[src/rtl/preset_matrix_loader.sv]
// Writes N_MAT DIM x DIM pattern matrices to RAM; first write the cycle after start, one element per mem_pronta cycle.
// Stalls on mem_pronta=0. Readback verification is included only when PRESET_VERIFY_EN is defined.
module preset_matrix_loader #(
  parameter int DATA_W    = 9,
  parameter int DIM       = 5,
  parameter int N_MAT     = 2,
  parameter int ADDR_W    = 8,
  parameter int BASE_ADDR = 0
) (
  input  logic              clk,
  input  logic              rst_n,
  input  logic              start,
  input  logic [1:0]        modo,
  input  logic [DATA_W-1:0] valor_const,
  input  logic              mem_pronta,
  input  logic [DATA_W-1:0] dado_leitura,
  output logic [ADDR_W-1:0] endereco,
  output logic [DATA_W-1:0] dado_escrita,
  output logic              grava,
  output logic              le,
  output logic              ocupado,
  output logic              concluido,
  output logic              erro
);

  localparam int MSZ = DIM * DIM;
  localparam int T   = N_MAT * MSZ;
  localparam int KW  = (T > 1) ? $clog2(T) : 1;

  generate
    if ((longint'(BASE_ADDR) + longint'(T) > (longint'(1) << ADDR_W)) ||
        (DIM < 1) || (DIM > 16) || (N_MAT < 1) || (N_MAT > 4)) begin : g_bad_cfg
      $error("preset_matrix_loader: matrices do not fit the RAM or DIM/N_MAT out of range");
    end
  endgenerate

  typedef enum logic [1:0] {
    S_IDLE  = 2'd0,
    S_WRITE = 2'd1,
    S_DONE  = 2'd2
`ifdef PRESET_VERIFY_EN
    , S_VERIFY = 2'd3
`endif
  } state_t;

  state_t            state_q, state_d;
  logic [1:0]        mode_q, mode_d;
  logic [DATA_W-1:0] cval_q, cval_d;
  logic [KW-1:0]     k_q, k_d, k_nx;
  logic [7:0]        i_q, i_d, i_nx;
  logic [3:0]        row_q, row_d, row_nx;
  logic [3:0]        col_q, col_d, col_nx;
  logic [ADDR_W-1:0] addr_q, addr_d;
  logic [DATA_W-1:0] wdat_q, wdat_d;
  logic              grava_q, grava_d;
  logic              ocupado_q, ocupado_d;
  logic              concluido_q, concluido_d;
  logic              last_k;
`ifdef PRESET_VERIFY_EN
  logic              le_q, le_d;
  logic              erro_q, erro_d;
  logic              cmp_vld_q, cmp_vld_d;
  logic [DATA_W-1:0] cmp_exp_q, cmp_exp_d;
`endif

  // Pattern value for in-matrix index i at (r, c); mode 0 wraps modulo 2^DATA_W.
  function automatic logic [DATA_W-1:0] pat(input logic [1:0] m, input logic [DATA_W-1:0] cv,
                                             input logic [7:0] i, input logic [3:0] r,
                                             input logic [3:0] c);
    logic [8:0] ip1;
    ip1 = {1'b0, i} + 9'd1;
    case (m)
      2'd0:    pat = DATA_W'(ip1);
      2'd1:    pat = (r == c) ? DATA_W'(1) : '0;
      2'd2:    pat = '0;
      default: pat = cv;
    endcase
  endfunction

  always_comb begin
    state_d     = state_q;
    mode_d      = mode_q;
    cval_d      = cval_q;
    k_d         = k_q;
    i_d         = i_q;
    row_d       = row_q;
    col_d       = col_q;
    addr_d      = addr_q;
    wdat_d      = wdat_q;
    grava_d     = grava_q;
    ocupado_d   = ocupado_q;
    concluido_d = 1'b0;

    col_nx = (col_q == 4'(DIM - 1)) ? '0 : col_q + 4'd1;
    row_nx = (col_q == 4'(DIM - 1)) ? ((row_q == 4'(DIM - 1)) ? '0 : row_q + 4'd1) : row_q;
    i_nx   = (i_q == 8'(MSZ - 1)) ? '0 : i_q + 8'd1;
    k_nx   = k_q + KW'(1);
    last_k = (k_q == KW'(T - 1));

`ifdef PRESET_VERIFY_EN
    le_d      = le_q;
    erro_d    = erro_q;
    cmp_vld_d = 1'b0;
    cmp_exp_d = cmp_exp_q;
    // Read data returns one cycle after the accepted read; compare it here.
    if (cmp_vld_q && (dado_leitura != cmp_exp_q)) erro_d = 1'b1;
`endif

    case (state_q)
      S_IDLE: begin
        if (start) begin
          state_d   = S_WRITE;
          mode_d    = modo;
          cval_d    = valor_const;
          k_d       = '0;
          i_d       = '0;
          row_d     = '0;
          col_d     = '0;
          addr_d    = ADDR_W'(BASE_ADDR);
          wdat_d    = pat(modo, valor_const, 8'd0, 4'd0, 4'd0);
          grava_d   = 1'b1;
          ocupado_d = 1'b1;
`ifdef PRESET_VERIFY_EN
          erro_d    = 1'b0;
`endif
        end
      end
      S_WRITE: begin
        if (mem_pronta) begin
          if (last_k) begin
            grava_d = 1'b0;
`ifdef PRESET_VERIFY_EN
            state_d = S_VERIFY;
            le_d    = 1'b1;
            k_d     = '0;
            i_d     = '0;
            row_d   = '0;
            col_d   = '0;
            addr_d  = ADDR_W'(BASE_ADDR);
`else
            state_d = S_DONE;
`endif
          end else begin
            k_d    = k_nx;
            i_d    = i_nx;
            row_d  = row_nx;
            col_d  = col_nx;
            addr_d = ADDR_W'(BASE_ADDR) + ADDR_W'(k_nx);
            wdat_d = pat(mode_q, cval_q, i_nx, row_nx, col_nx);
          end
        end
      end
`ifdef PRESET_VERIFY_EN
      S_VERIFY: begin
        if (mem_pronta) begin
          cmp_vld_d = 1'b1;
          cmp_exp_d = pat(mode_q, cval_q, i_q, row_q, col_q);
          if (last_k) begin
            le_d    = 1'b0;
            state_d = S_DONE;
          end else begin
            k_d    = k_nx;
            i_d    = i_nx;
            row_d  = row_nx;
            col_d  = col_nx;
            addr_d = ADDR_W'(BASE_ADDR) + ADDR_W'(k_nx);
          end
        end
      end
`endif
      S_DONE: begin
        state_d     = S_IDLE;
        ocupado_d   = 1'b0;
        concluido_d = 1'b1;
      end
      default: state_d = S_IDLE;
    endcase
  end

  always_ff @(posedge clk or negedge rst_n) begin
    if (!rst_n) begin
      state_q     <= S_IDLE;
      mode_q      <= '0;
      cval_q      <= '0;
      k_q         <= '0;
      i_q         <= '0;
      row_q       <= '0;
      col_q       <= '0;
      addr_q      <= '0;
      wdat_q      <= '0;
      grava_q     <= 1'b0;
      ocupado_q   <= 1'b0;
      concluido_q <= 1'b0;
`ifdef PRESET_VERIFY_EN
      le_q        <= 1'b0;
      erro_q      <= 1'b0;
      cmp_vld_q   <= 1'b0;
      cmp_exp_q   <= '0;
`endif
    end else begin
      state_q     <= state_d;
      mode_q      <= mode_d;
      cval_q      <= cval_d;
      k_q         <= k_d;
      i_q         <= i_d;
      row_q       <= row_d;
      col_q       <= col_d;
      addr_q      <= addr_d;
      wdat_q      <= wdat_d;
      grava_q     <= grava_d;
      ocupado_q   <= ocupado_d;
      concluido_q <= concluido_d;
`ifdef PRESET_VERIFY_EN
      le_q        <= le_d;
      erro_q      <= erro_d;
      cmp_vld_q   <= cmp_vld_d;
      cmp_exp_q   <= cmp_exp_d;
`endif
    end
  end

  assign endereco     = addr_q;
  assign dado_escrita = wdat_q;
  assign grava        = grava_q;
  assign ocupado      = ocupado_q;
  assign concluido    = concluido_q;

`ifdef PRESET_VERIFY_EN
  assign le   = le_q;
  assign erro = erro_q;
`else
  logic unused_rd;
  assign unused_rd = ^dado_leitura;
  assign le        = 1'b0;
  assign erro      = 1'b0;
`endif

endmodule

[config.mk]
export PLATFORM = sky130hd
export DESIGN_NAME = preset_matrix_loader
export DESIGN_NICKNAME = d
export VERILOG_FILES = /design/src/rtl/preset_matrix_loader.sv
export SDC_FILE = /design/constraint.sdc
export NUM_CORES = 1
export LEC_CHECK = 0
export CAP_MARGIN = 25
export CORE_AREA = 2 2 80 82
export CTS_CLUSTER_SIZE = 8
export DETAILED_ROUTE_END_ITERATION = 8
export DIE_AREA = 0 0 82 84
export PLACE_DENSITY = 0.75
export RECOVER_POWER = 50
export SLEW_MARGIN = 20
export SYNTH_ARGS = -nofsm -noshare
export SYNTH_HDL_FRONTEND = slang
export SYNTH_SLANG_ARGS = --single-unit
[constraint.sdc]
create_clock -name clk -period 2 [get_ports clk]
set_input_delay 0.2 -clock clk [delete_from_list [all_inputs] [get_ports clk]]
set_output_delay 0.2 -clock clk [all_outputs]
set_load 0.005 [all_outputs]
==> summary.txt, run 1 <==
Detailed routing
  • WL final: 7.17 mm
  • Iter 0 DRT Violations: 258
  • Via/cell ratio: 5.63
  • # DRC: 0
  • Drt pass-1 iters: 4
  • Wire per inst: 15.5 µm
  • DR vias: 2,600
  • Antenna-violating nets left: 0

STA
  • Worst Skew: 0.00764 ns
  • Final setup vio count: 0
  • Max Slew Vio Count: 0
  • Fin. Hold Viols: 0
  • RSZ-0062 raised after global routing: no
  • Fin crit period: 1.92 ns
  • Rel. slew slack: 0.586
  • Setup TNS: 0 ns
  • Final worst-path cycle share: 0.961
  • F_max: 520 MHz
  • Worst Max-Slew Pin Slew: 0.620 ns

Clock tree
  • Sink Count: 47
  • CTS clk-pin slew, worst paths: 0.09 ns
  • H-tree depth: 2
  • Clk_lat worst skew: 0.30 ns
  • Clock Path Buffers: 2
  • CTS tree: built
  • Total CTS buffers: 5
  • Root Driver: clkbuf_8

Cells and area
  • Area Overhead vs Synth: 26.5%
  • Ant diodes: 0
  • Share of layout cells above drive strength 1: 0.177
  • FF/Latch Area: 1180 µm²
  • Fillers: 552
  • Multi-input logic area: 1560 µm²
  • Final net count: 417

Logic synthesis
  • Syn Std Cell Area: 2830 µm²
  • Seq/Total Area, Yosys: 0.415
  • Asr flop ratio synth: 1.00
  • Post-synth EDFFs: 0
  • Syn Inst Count: 326
  • #FFs+latches synth: 47
  • Top_reg_cell synth: dfrtp_1
  • Warnings, synthesis: 0
  • Synth cell types: 59
  • Synth Area per Inst: 8.69 µm²

Place
  • IO buf count: 32
  • Placer Congestion: 0.881
  • Hpwl dp: 5.17 mm

Setup path
  • Worst EP required: 2.18 ns
  • Crit. End Element: flip-flop
  • Setup slack, reg-to-reg: 0.08 ns
  • Critical Path Source Type: flip-flop
  • Worst Path Arrival: 2.11 ns
  • Max FO, Critical Path: 3
  • Reg2reg start: i_q[0]$_DFFE_PN0P_
  • Critical path class: reg -> reg
  • R2R Path End: dado_escrita[7]$_DFFE_PN0P_
  • Reg2reg path depth: 6

Pwr
  • Worst VDD drop: 0.604 mV
  • Leak: 1.60 nW
  • Total power: 4.55 mW
  • Pwr/cell area: 1270 nW/µm²

Floorplan
  • Initial Util: 0.464
  • Row cnt: 29
  • Die area: 6890 µm²
  • Core region area: 6100 µm²
  • DIE WIDTH: 82 µm
  • I/O Pins: 46
  • Die Height: 84 µm

Outcome
  • Outcome: complete, no violations

Global route
  • First-pass GRT wire length: 12.1 mm
  • Largest net degree at the start of global routing: 25
  • Number of global-route vias before repair: 2,549
  • Initial antenna violation count: 0
  • Gr ovfl total: 0
  • All-Layer GR Usage: 0.223

Min path
  • Worst Hold Class: in -> async

Run
  • Max-cap violations: 0
routing by layer:
| metal | up-vias | global-route usage | share of wire |
|---|---|---|---|
| met5 | - | 0 | 0 |
| met1 | 1234 | 0.318 | 0.44 |
| met4 | 0 | 0.0621 | 0.014 |
| met3 | 12 | 0.0379 | 0.062 |
| li1 | 1255 | - | - |
| met2 | 99 | 0.347 | 0.48 |
worst max path at each step:
stage / to / cells past startpoint / startpoint / slack [ns]
floorplan: dado_escrita[7]$_DFFE_PN0P_ / 6 / i_q[0]$_DFFE_PN0P_ / 0.03
global placement: dado_escrita[7]$_DFFE_PN0P_ / 6 / modo[0] / 0.009
detailed placement: dado_escrita[7]$_DFFE_PN0P_ / 6 / modo[0] / -0.04
CTS: dado_escrita[7]$_DFFE_PN0P_ / 6 / i_q[0]$_DFFE_PN0P_ / 0.02
global route: dado_escrita[0]$_DFFE_PN0P_ / 7 / col_q[1]$_DFFE_PN0P_ / 0.005
finish: dado_escrita[7]$_DFFE_PN0P_ / 6 / i_q[0]$_DFFE_PN0P_ / 0.08
synth_stat cells, drive strengths merged, types with 3 or more instances:
cell type	instances	share of area
nand2	57	0.076
dfrtp	47	0.42
o21ai	28	0.049
nor2	27	0.037
nand3	19	0.034
buf	16	0.039
a21oi	14	0.025
inv	10	0.013
ha	9	0.040
xor2	8	0.025
nor3	7	0.012
a31oi	6	0.013
clkbuf	6	0.012
nand4	6	0.013
a211oi	5	0.015
and3	5	0.011
xnor2	5	0.018
and2	4	0.0088
o2111ai	4	0.012
a221oi	3	0.0093
mux2i	3	0.011
nor2b	3	0.0066
nor3b	3	0.0097
o211ai	3	0.0080
worst max-delay path: stages, from the launching register on:
cell	delay, ns
dfrtp_2	0.45
ha_4	0.19
xnor2_4	0.14
nor3b_4	0.20
nand4_1	0.19
mux2_4	0.34
o32a_1	0.28
cell usage in the layout (no fill, tap or decap), types with 7 or more instances in the layout:
| cell type | synthesis | layout |
|---|---|---|
| a21oi_1 | 14 | 14 |
| xor2_1 | 8 | 8 |
| buf_4 | 6 | 35 |
| nor2_1 | 26 | 25 |
| inv_1 | 10 | 8 |
| o21ai_0 | 28 | 28 |
| nand2_1 | 56 | 56 |
| nand3_1 | 19 | 18 |
| clkdlybuf4s50_1 | 0 | 31 |
| nor3_1 | 7 | 7 |
| dfrtp_1 | 47 | 45 |
area by class of cell:
class                   count  share of cell area
multi-input cells         250               0.436
flip-flops and latches     47               0.329
repair buffers             70               0.167
well taps                  77              0.0269
clock buffers               5              0.0192
clock inverters             3              0.0122
inverters                  10              0.0105
sequential cells by signal, indices dropped and copies added (netlist names), 2 cells and up:
register      flops
i_q               8
row_q             4
mode_q            2
state_q           2
col_q             4
cval_q            9
dado_escrita      9
endereco          6
kinds of logic after synthesis:
logic type	synth area share
and+or+nand+nor	0.238
AOI/OAI and AO/OA	0.184
DFF	0.415
buffers and inverters	0.0641
xor gates and xnor gates	0.0429
adders and majority gates	0.0398
muxes	0.0146
other	0.00132
repair_timing:
action	CTS	global route
endpoints found under the hold margin	23	0
hold buffers	1	0
setup buffers	2	2
pin swaps	2	6
resized for setup	1	14
setup endpoints to repair	1	7
power breakdown:
group          total [mW]  switching [mW]  leakage, nW  internal, mW
logic                2.22            1.10        0.948          1.12
registers            1.63           0.329        0.591          1.30
clock network       0.707           0.334       0.0581         0.373
per-stage QoR:
step	util	cell area, µm²	std cells	hold WS (ns)	setup slack, ns
after detailed placement	0.554	3380	450	0.237	-0.0378
final	0.588	3580	462	0.431	0.0772
after CTS	0.577	3520	461	0.442	0.0168
after global routing	0.588	3580	462	0.461	0.00488
after global placement	0.554	3380	450	0.236	0.00935
after floorplan	-	2840	329	-0.0956	0.0257
Power figures use the tool's default switching activity.
==> run 2, diff against run 1 <==
==> constraint.sdc (replaced) <==
create_clock -name clk -period 2 [get_ports clk]
set_input_delay 0.2 -clock clk [delete_from_list [all_inputs] [get_ports clk]]
set_output_delay 0.2 -clock clk [all_outputs]
set_load 0.05 [all_outputs]
==> results of run 2 <==
Same layout as run 1 (identical final DEF). Status: complete, no violations.
Main changes from that run: total power 4.55 mW -> 5.04 mW; worst IR drop on VDD 0.604 mV -> 0.796 mV
==> run 3, diff against run 2 <==
--- a/config.mk
+++ b/config.mk
@@ -7,7 +7,7 @@
 export LEC_CHECK = 0
 export CAP_MARGIN = 25
 export CORE_AREA = 2 2 80 82
-export CTS_CLUSTER_SIZE = 8
+export CTS_CLUSTER_SIZE = 20
 export DETAILED_ROUTE_END_ITERATION = 8
 export DIE_AREA = 0 0 82 84
 export PLACE_DENSITY = 0.75
==> results of run 3 <==
Same layout as run 1 (identical final DEF). Status: complete, no violations.
Main changes from that run: total power 4.55 mW -> 5.04 mW; worst IR drop on VDD 0.604 mV -> 0.796 mV
